**config.mk**
```make
export PLATFORM = sky130hd
export DESIGN_NAME = mmc_chan_rd_seq
export DESIGN_NICKNAME = d
export VERILOG_FILES = /design/src/rtl/mmc_chan_rd_seq.sv
export SDC_FILE = /design/constraint.sdc
export NUM_CORES = 2
export LEC_CHECK = 0
export ABC_AREA = 1
export BUFFER_PORTS_ARGS = -buffer_cell sky130_fd_sc_hd__buf_4
export CAP_MARGIN = 20
export CORE_AREA = 2 2 428 430
export DETAILED_ROUTE_END_ITERATION = 6
export DIE_AREA = 0 0 430 432
export GPL_TIMING_DRIVEN = 0
export HOLD_SLACK_MARGIN = 0.15
export MAX_ROUTING_LAYER = met4
export SYNTH_ARGS = -nofsm -noshare
export SYNTH_HDL_FRONTEND = slang
export SYNTH_SLANG_ARGS = --single-unit
```
**constraint.sdc**
```tcl
create_clock -name clk -period 4.6 [get_ports clk]
set_clock_uncertainty 0.1 [all_clocks]
set_input_delay 0.46 -clock clk [delete_from_list [all_inputs] [get_ports clk]]
set_output_delay 0.46 -clock clk [all_outputs]
set_load 0.05 [all_outputs]
```
**src/rtl/mmc_chan_rd_seq.sv**
```systemverilog
// Per-channel MMC read sequencer: accepts line-read requests, tracks open pages
// per bank, issues close/open/read commands toward dfi honouring tRP/tRCD, and
// frames returned beats into tagged responses using an in-order tag FIFO.
module mmc_chan_rd_seq #(
    parameter  int NUM_BANKS = 32,
    parameter  int ADDR_W    = 12,
    parameter  int DATA_W    = 512,
    parameter  int TAG_W     = 4,
    parameter  int T_RCD     = 4,
    parameter  int T_RP      = 3,
    parameter  int BURST_LEN = 2,
    parameter  int MAX_OUTST = 4,
    localparam int BANK_W    = $clog2(NUM_BANKS)
) (
    input  logic              clk,
    input  logic              reset_poweron,
    input  logic              dfi__mmc__init_done,
    input  logic              req_valid,
    output logic              req_ready,
    input  logic [BANK_W-1:0] req_bank,
    input  logic [ADDR_W-1:0] req_page,
    input  logic [ADDR_W-1:0] req_line,
    input  logic [TAG_W-1:0]  req_tag,
    output logic              mmc__dfi__cs,
    output logic              mmc__dfi__cmd1,
    output logic              mmc__dfi__cmd0,
    output logic [BANK_W-1:0] mmc__dfi__bank,
    output logic [ADDR_W-1:0] mmc__dfi__addr,
    input  logic              dfi__mmc__valid,
    input  logic [1:0]        dfi__mmc__cntl,
    input  logic [DATA_W-1:0] dfi__mmc__data,
    output logic              rsp_valid,
    output logic [1:0]        rsp_cntl,
    output logic [TAG_W-1:0]  rsp_tag,
    output logic [DATA_W-1:0] rsp_data,
    output logic              err_unexp_rsp
);

    localparam logic [2:0] S_IDLE     = 3'd0;
    localparam logic [2:0] S_CLOSE    = 3'd1;
    localparam logic [2:0] S_WAIT_RP  = 3'd2;
    localparam logic [2:0] S_OPEN     = 3'd3;
    localparam logic [2:0] S_WAIT_RCD = 3'd4;
    localparam logic [2:0] S_HIT      = 3'd5;

    localparam logic [1:0] CMD_OPEN  = 2'b00;
    localparam logic [1:0] CMD_READ  = 2'b01;
    localparam logic [1:0] CMD_CLOSE = 2'b11;

    // cntl encoding: SOM=10, MOM=00, EOM=01, single-beat=11; bit 0 marks the last beat
    localparam int EOM_BIT = 0;

    localparam int TMAX   = (T_RCD > T_RP) ? T_RCD : T_RP;
    localparam int TMR_W  = (TMAX > 1) ? $clog2(TMAX + 1) : 1;
    localparam int PTR_W  = (MAX_OUTST > 1) ? $clog2(MAX_OUTST) : 1;
    localparam int CNT_W  = $clog2(MAX_OUTST + 1);
    localparam int BCNT_W = (BURST_LEN > 1) ? $clog2(BURST_LEN + 1) : 1;

    logic [2:0]        state;
    logic [TMR_W-1:0]  timer;
    logic [BANK_W-1:0] cur_bank;
    logic [ADDR_W-1:0] cur_page;
    logic [ADDR_W-1:0] cur_line;
    logic [TAG_W-1:0]  cur_tag;

    logic [NUM_BANKS-1:0] bank_open;
    logic [ADDR_W-1:0]    bank_page [NUM_BANKS];

    logic [TAG_W-1:0]  tag_fifo [MAX_OUTST];
    logic [PTR_W-1:0]  wr_ptr;
    logic [PTR_W-1:0]  rd_ptr;
    logic [CNT_W-1:0]  outst;
    logic [BCNT_W-1:0] beat_cnt;

    logic accept;
    logic do_close;
    logic do_open;
    logic do_read;
    logic push;
    logic pop;
    logic beat_ok;
    logic beat_last;

    function automatic logic [PTR_W-1:0] ptr_next(input logic [PTR_W-1:0] p);
        return (p == PTR_W'(MAX_OUTST - 1)) ? '0 : p + PTR_W'(1);
    endfunction

    assign req_ready = !reset_poweron && (state == S_IDLE) && dfi__mmc__init_done &&
                       (outst < CNT_W'(MAX_OUTST));
    assign accept    = req_valid && req_ready;

    // Commands only leave while the phy reports init done; otherwise the FSM holds.
    assign do_close = (state == S_CLOSE) && dfi__mmc__init_done;
    assign do_open  = (state == S_OPEN)  && dfi__mmc__init_done;
    assign do_read  = (state == S_HIT)   && dfi__mmc__init_done;
    assign push     = do_read;

    // A beat with nothing outstanding has no tag to attach and is dropped.
    // The last beat is the EOM-marked one; a burst of BURST_LEN beats also closes a read
    // so a lost EOM cannot wedge the tag FIFO.
    assign beat_ok   = dfi__mmc__valid && (outst != '0);
    assign beat_last = dfi__mmc__cntl[EOM_BIT] || (beat_cnt == BCNT_W'(BURST_LEN - 1));
    assign pop       = beat_ok && beat_last;

    // Sequencer FSM, bank open flags and tRP/tRCD timer.
    always_ff @(posedge clk) begin
        if (reset_poweron) begin
            state     <= S_IDLE;
            timer     <= '0;
            bank_open <= '0;
        end else begin
            case (state)
                S_IDLE: begin
                    if (accept) begin
                        if (bank_open[req_bank] && (bank_page[req_bank] == req_page))
                            state <= S_HIT;
                        else if (bank_open[req_bank])
                            state <= S_CLOSE;
                        else
                            state <= S_OPEN;
                    end
                end
                S_CLOSE: begin
                    if (do_close) begin
                        bank_open[cur_bank] <= 1'b0;
                        timer               <= TMR_W'(T_RP - 1);
                        state               <= S_WAIT_RP;
                    end
                end
                S_WAIT_RP: begin
                    if (timer == '0) state <= S_OPEN;
                    else             timer <= timer - TMR_W'(1);
                end
                S_OPEN: begin
                    if (do_open) begin
                        bank_open[cur_bank] <= 1'b1;
                        timer               <= TMR_W'(T_RCD - 1);
                        state               <= S_WAIT_RCD;
                    end
                end
                S_WAIT_RCD: begin
                    if (timer == '0) state <= S_HIT;
                    else             timer <= timer - TMR_W'(1);
                end
                S_HIT: begin
                    if (do_read) state <= S_IDLE;
                end
                default: state <= S_IDLE;
            endcase
        end
    end

    // Request latch, per-bank page store and tag FIFO storage (data only, no reset).
    always_ff @(posedge clk) begin
        if (accept) begin
            cur_bank <= req_bank;
            cur_page <= req_page;
            cur_line <= req_line;
            cur_tag  <= req_tag;
        end
        if (do_open)
            bank_page[cur_bank] <= cur_page;
        if (push)
            tag_fifo[wr_ptr] <= cur_tag;
    end

    // Registered command bus; everything is zero on cycles with no command.
    always_ff @(posedge clk) begin
        if (reset_poweron) begin
            mmc__dfi__cs   <= 1'b0;
            mmc__dfi__cmd1 <= 1'b0;
            mmc__dfi__cmd0 <= 1'b0;
            mmc__dfi__bank <= '0;
            mmc__dfi__addr <= '0;
        end else begin
            mmc__dfi__cs   <= 1'b0;
            mmc__dfi__cmd1 <= 1'b0;
            mmc__dfi__cmd0 <= 1'b0;
            mmc__dfi__bank <= '0;
            mmc__dfi__addr <= '0;
            if (do_close) begin
                mmc__dfi__cs                     <= 1'b1;
                {mmc__dfi__cmd1, mmc__dfi__cmd0} <= CMD_CLOSE;
                mmc__dfi__bank                   <= cur_bank;
            end else if (do_open) begin
                mmc__dfi__cs                     <= 1'b1;
                {mmc__dfi__cmd1, mmc__dfi__cmd0} <= CMD_OPEN;
                mmc__dfi__bank                   <= cur_bank;
                mmc__dfi__addr                   <= cur_page;
            end else if (do_read) begin
                mmc__dfi__cs                     <= 1'b1;
                {mmc__dfi__cmd1, mmc__dfi__cmd0} <= CMD_READ;
                mmc__dfi__bank                   <= cur_bank;
                mmc__dfi__addr                   <= cur_line;
            end
        end
    end

    // Tag FIFO pointers, outstanding-read count and per-read beat counter.
    always_ff @(posedge clk) begin
        if (reset_poweron) begin
            wr_ptr   <= '0;
            rd_ptr   <= '0;
            outst    <= '0;
            beat_cnt <= '0;
        end else begin
            if (push) wr_ptr <= ptr_next(wr_ptr);
            if (pop)  rd_ptr <= ptr_next(rd_ptr);
            if (pop)          beat_cnt <= '0;
            else if (beat_ok) beat_cnt <= beat_cnt + BCNT_W'(1);
            case ({push, pop})
                2'b10:   outst <= outst + CNT_W'(1);
                2'b01:   outst <= outst - CNT_W'(1);
                default: outst <= outst;
            endcase
        end
    end

    // Return path: one register stage, tagged with the FIFO head; sticky unexpected-beat flag.
    always_ff @(posedge clk) begin
        if (reset_poweron) begin
            rsp_valid     <= 1'b0;
            rsp_cntl      <= '0;
            rsp_tag       <= '0;
            rsp_data      <= '0;
            err_unexp_rsp <= 1'b0;
        end else begin
            rsp_valid <= beat_ok;
            if (beat_ok) begin
                rsp_cntl <= dfi__mmc__cntl;
                rsp_tag  <= tag_fifo[rd_ptr];
                rsp_data <= dfi__mmc__data;
            end
            if (dfi__mmc__valid && (outst == '0))
                err_unexp_rsp <= 1'b1;
        end
    end

endmodule

```
# [Word-level counts from Yosys, hierarchy flattened]
# Memory sizes are Yosys's and may differ from the RTL's. A register that Yosys moved wholly into a read port is not among the register bits.
# Cells that the tools add are included.
[totals] reg_bits=616 mem_bits_rw=400 inputBits=552 out_inout_bits=541 elab_cells=116 n_memories=2
[memory_table] memory="bank_page" words=32 word_bits=12 read_ports=1 rd_ports_with_merged_regs=0 wr=1 line_no="67" source="logic [ADDR_W-1:0] bank_page [NUM_BANKS];"
[memory_table] memory="tag_fifo" words=4 word_bits=4 read_ports=1 rd_ports_with_merged_regs=1 wr=1 line_no="69" source="logic [TAG_W-1:0] tag_fifo [MAX_OUTST];"
[classes] add_sub_neg=6 magnitude_cmp=4 eq_ne=18 n_mux=36 n_bitwise=3 n_reduce_logical=27
[op_table] operator="two-way mux 32 bit" n=2
[op_table] operator="case mux 32 bit (2 select lines)" n=1
[op_table] operator="AND 32 bit" n=1
[op_table] operator="inverter 32 bit" n=1
[op_table] operator="bitwise OR 32 bit" n=1
[op_table] operator="two-way mux 3 bit" n=9
[op_table] operator="two-way mux 12 bit" n=2
[op_table] operator="case mux 3 bit (6 select lines)" n=1
[op_table] operator="two-way mux 5 bit" n=3
[op_table] operator="!= test 2 bit, second input constant" n=7
[op_table] operator="equality test 12 bit" n=1
[op_table] operator="logical AND 1 bit" n=12
[op_table] operator="< comparator 5 x 6 -> 1 bit, second input constant" n=2
[op_table] operator="two-way mux 1 bit" n=11
[op_table] operator="zero test 3 bit" n=3
[op_table] operator="case mux 3 bit (3 select lines)" n=1
[op_table] operator="adder 2 x 1 -> 2 bit, second input constant" n=3
[op_table] operator="equality test 2 bit, second input constant" n=3
[op_table] operator="equality test 3 x 2 -> 1 bit, second input constant" n=2
[op_table] operator="equality test 3 bit, second input constant" n=2
[op_table] operator="two-way mux 2 bit" n=3
[op_table] operator="case mux 3 bit (2 select lines)" n=1
[op_table] operator="AND reduction 6 bit" n=1
[op_table] operator="nonzero test 3 bit" n=2
[op_table] operator="14 further kinds" n=19

# [Logic depth before layout (Yosys ltp)]
[logic_depth] depth_word=8 mapped_depth=19

# [Worst setup path after synthesis]
# OpenSTA, ideal clock, no wires.
[synth_path] path_type="input -> register" from="input reset_poweron" to="register state[2]" setup_time_ns=0.132 arrival_time_ns=3.501 path_slack_ns=0.867 path_stages=10 cell_sequence="clkbuf_1 nor2_1 inv_1 nor3_1 and2_1 o21ai_0 a21oi_1 nand2_1 nand2_1 a21oi_1"
[synth_between] elab_chain_cells=7
[synth_lines] item="start, declared" line_no="16" source="input logic reset_poweron,"
[synth_lines] item="zero test 1 bit" line_no="88" source="assign req_ready = !reset_poweron && (state == S_IDLE) && dfi__mmc__init_done &&"
[synth_lines] item="logical AND 1 bit (3 in a row)" line_no="88"
[synth_lines] item="named net req_ready" line_no="19" source="output logic req_ready,"
[synth_lines] item="logical AND 1 bit" line_no="90" source="assign accept = req_valid && req_ready;"
[synth_lines] item="named net accept" line_no="75" source="logic accept;"
[synth_lines] item="!= test 2 bit (no line)"
[synth_lines] item="AND reduction 6 bit (no line)"
[synth_lines] item="end signal, assigned" line_no="108" source="state <= S_IDLE;"
[synth_lines] item="end signal, assigned" line_no="116" source="state <= S_HIT;"
[synth_lines] item="end signal, assigned" line_no="118" source="state <= S_CLOSE;"
[synth_lines] item="end, declared" line_no="59" source="logic [2:0] state;"
# The timed path passes the listed nets, and every way through them passes these cells.
# A chain may end at the register's enable or synchronous reset.

# [Final worst setup path]
[layout_path] from="input req_bank[2]" to="register state[2]"
[layout_between] elab_chain_cells=6 elab_cells_between_ends=8
[layout_lines] item="start, declared" line_no="20" source="input logic [BANK_W-1:0] req_bank,"
[layout_lines] item="memory read (32 x 12 bit) / binary-select mux 1 bit (select 5 bit) (equally long branches)"
[layout_lines] item="equality test 12 bit / two-way mux 1 bit (equally long branches)" line_no="115" source="if (bank_open[req_bank] && (bank_page[req_bank] == req_page))"
[layout_lines] item="logical AND 1 bit (*)" line_no="115"
[layout_lines] item="two-way mux 3 bit (*)" line_no="115"
[layout_lines] item="two-way mux 3 bit (*)" line_no="114" source="if (accept) begin"
[layout_lines] item="case mux 3 bit (6 select lines) (*)" line_no="112" source="case (state)"
[layout_lines] item="end signal, assigned" line_no="116"
[layout_lines] item="end signal, assigned" line_no="118"
[layout_lines] item="end signal, assigned" line_no="120" source="state <= S_OPEN;"
# Mark *: on every way between the ends. The rest lies on a longest branch, timed or not. The select of a mux whose other input is x is not followed.

==> flow_summary.json <==
{
  "outcome": "finished with violations",
  "violations": "DRC",
  "vias_per_cell": 4.532,
  "postCtsSetupRepairBufs": 0,
  "maxCapViolations": 0,
  "die_h_um": 432,
  "gr-total-overflow": 0,
  "antenna_left": 0,
  "area_delta_synth_final_pct": 57.14,
  "syn_nets": 4683,
  "root_buffer": "clkbuf_16",
  "ff_latch_area_mm2": 0.02475,
  "ctsLongestPathBuffers": 3,
  "setup_viol": 0,
  "yosys_warnings": 0,
  "synth_top_family_by_area": "simple AND/OR/NAND/NOR gates",
  "finalSetupTns_ns": 0,
  "fp-row-count": 157,
  "period_minus_slack_ns": 3.348,
  "required_ns": 5.22,
  "path_clk_slew_ns": 0.06,
  "dpl.cell_count": 7644,
  "finalCritPeriodShare_pct": 72.79,
  "drive_above_1_share_pct": 23.76,
  "fmax_mhz": 298.7,
  "start_kind": "primary input",
  "power.density_mw_per_mm2": 362.0,
  "rrSetupSlack_ns": 1.29,
  "critPathSlowestCell": "clkbuf_1",
  "gp_congestion": 1.040,
  "cts_hold_buf": 530,
  "fillers": 18780,
  "die_w_um": 430,
  "start_util_pct": 20.84,
  "clock_sinks": 1020,
  "place_ws_ns": 0.9191,
  "grtUsageTotal_pct": 25.53,
  "portBuffers": 1091,
  "finalWirelength_um": 240700,
  "rsz0062_at_grt": "no",
  "cp-end-kind": "flop",
  "remaining_drc_errors": 4,
  "ys_types": 29,
  "syn_area_per_cell_um2": 9.190,
  "cp-endpoint": "state[2]$_SDFFE_PP0P_",
  "syn_area_mm2": 0.03787,
  "cts_tree": "yes",
  "hpwl_um": 196900,
  "min-delay-start": "dfi__mmc__data[466]",
  "reg2regPathDepth": 6,
  "path_class": "primary input to flop",
  "clk_latency_ns": 0.85,
  "synthCells": 4121,
  "slew_violations": 0,
  "p_leak_nw": 23.66,
  "die-area_mm2": 0.1858,
  "synth_simple_gate_area_share_pct": 22.46,
  "max_stage_delay_ns": 0.60,
  "post_cts_resize_count": 0,
  "first_iter_violations": 3873,
  "r2r-start": "outst[2]$_SDFFE_PP0P_",
  "synthXorXnorAreaFrac_pct": 0.02313,
  "crit_path_cell_trace": "dlygate4sd3_1, buf_4, buf_2, clkinv_1, clkbuf_1, nand3_1, nand2_1, nand2_1, nand3_1, nand2_1, nor2_1, nand2_1, nor2_1, nand2_1, nor2_1, nand2_1, nand2_1, nand2_1, a21oi_1",
  "core-area_mm2": 0.1817,
  "worstMarginPinSlew_ns": 1.206,
  "synth_fa_ha_area_share_pct": 0.3502,
  "io-pin-count": 1093,
  "setup_slack_ns": 1.252,
  "synth_compound_area_share_pct": 8.187,
  "grt_pass1_wl_um": 314200,
  "hold_path_class": "primary input to flop",
  "crit_top_cell": "nand2_1",
  "peakVddDrop_mv": 0.3500,
  "drt_pass1_iterations": 7,
  "nets": 6475,
  "crit_start": "req_bank[2]",
  "wl_per_cell_um": 28.49,
  "vias": 38290,
  "hold_viol": 0,
  "cp.arrival_ns": 3.97,
  "grt_max_degree": 34,
  "slew_headroom_pct": 19.62,
  "multi_input_area_mm2": 0.01185,
  "grt_pass1_vias": 35860,
  "stdcell_count": 8448,
  "crit_fanout": 10,
  "htree_levels": 3,
  "muxShareOfSynthArea_pct": 0,
  "ys_seq_area_share_pct": 65.36,
  "r2r_end": "rsp_tag[2]$_SDFFE_PP0P_",
  "yosys_register_bits": 1020,
  "antenna_found_initial": 82,
  "numCtsBuffers": 116
}
power breakdown:
part | total [mW] | internal (mW) | switching, mW
Combinational | 2.24 | 0.916 | 1.33
Sequential | 9.60 | 9.52 | 0.0752
Clock | 9.71 | 5.53 | 4.18
layout by cell type (no fill, tap or decap), types with 10 or more instances in the layout:
cell,netlist,layout
buf_16,0,14
inv_1,61,61
nand2_1,618,618
nor2_1,1151,1121
nor2_2,0,30
buf_2,48,48
edfxtp_1,433,433
clkbuf_16,0,117
a21oi_1,62,62
dfxtp_1,587,587
o21ai_0,543,543
buf_8,0,31
clkinv_2,0,19
bufinv_16,0,10
nand3_1,342,342
clkbuf_1,203,228
dlygate4sd3_1,0,530
diode_2,0,53
nor3_1,13,10
buf_4,9,1103
clkbuf_8,0,14
kinds of logic (layout without fill, tap and decap cells):
family | after synthesis | in the layout
and+or+nand+nor | 2137 | 2137
AOI/OAI and AO/OA | 615 | 615
adders and majority gates | 10 | 10
other | 0 | 53
xor gates and xnor gates | 1 | 1
DFF | 1020 | 1020
buffers and inverters | 338 | 2227
worst min-delay path by stage:
stage	end	slack, ns	cells past startpoint
6_report	rsp_data[466]$_SDFFE_PP0P_	0.18	4
2_1_floorplan	beat_cnt[1]$_SDFFE_PP0P_	0.34	2
3_3_place_gp	err_unexp_rsp$_SDFFE_PP0P_	0.35	2
3_5_place_dp	err_unexp_rsp$_SDFFE_PP0P_	0.35	2
5_1_grt	rsp_data[438]$_SDFFE_PP0P_	0.18	3
4_1_cts	rsp_data[444]$_SDFFE_PP0P_	0.15	3
cell usage after synthesis (all sizes together):
library cell,number,area share [%]
clkbuf,203,2.0
inv,64,0.63
nand3,342,4.5
a41oi,1,0.023
or2,3,0.050
xor2,1,0.023
edfxtp,433,34
nor3,13,0.17
and2,1,0.017
o21ai,543,7.2
a31oi,4,0.066
a21oi,62,0.82
o211ai,1,0.020
o221ai,1,0.023
dfxtp,587,31
buf,67,0.93
clkinv,4,0.040
a211oi,2,0.040
nor4,2,0.033
fa,1,0.053
nand3b,7,0.14
nor2,1151,11
o31ai,1,0.020
nand2,618,6.1
ha,9,0.30
layer usage:
metal	vias up	global-route usage (%)	wire [um]
met5	-	-	0
met4	0	11.88	12940
met3	407	6.230	19600
met2	1862	40.47	111900
met1	18710	30.54	96250
li1	17310	-	-
per-stage QoR:
step | total power [mW] | cell area, um^2 | util, % | hold slack [ns]
2_1_floorplan | 10.50 | 37870 | - | 0.3400
3_3_place_gp | 11.45 | 49050 | 26.99 | 0.3470
3_5_place_dp | 11.52 | 49960 | 27.50 | 0.3536
4_1_cts | 21.63 | 59250 | 32.61 | 0.1529
5_1_grt | 22.13 | 59500 | 32.74 | 0.1805
6_report | 21.54 | 59510 | 32.75 | 0.1790
worst max-delay path, delay by kind of cell:
| kind | cells | cell delay, ns |
|---|---|---|
| AOI/OAI and AO/OA | 1 | 0.12 |
| buffers and inverters | 5 | 1.67 |
| and+or+nand+nor | 13 | 1.70 |
state kept, by name (all words and copies together) (netlist names), 4 cells and up, named ones only:
name / cells
rsp_data: 512
bank_page: 384
tag_fifo: 16
cur_line: 12
cur_page: 12
mmc__dfi__addr: 12
cur_bank: 5
mmc__dfi__bank: 5
cur_tag: 4
rsp_tag: 4
cell type report:
type	count	share of cell area [%]
antenna	53	0.2229
multi-input combinational	2763	19.92
tap	2385	5.014
timing repair buffer	1674	24.25
buffer	270	1.875
inverter	68	0.4289
clock buffer	159	5.428
clock inverter	56	1.266
sequential	1020	41.59
No activity file was read; power rests on OpenSTA's default activity.
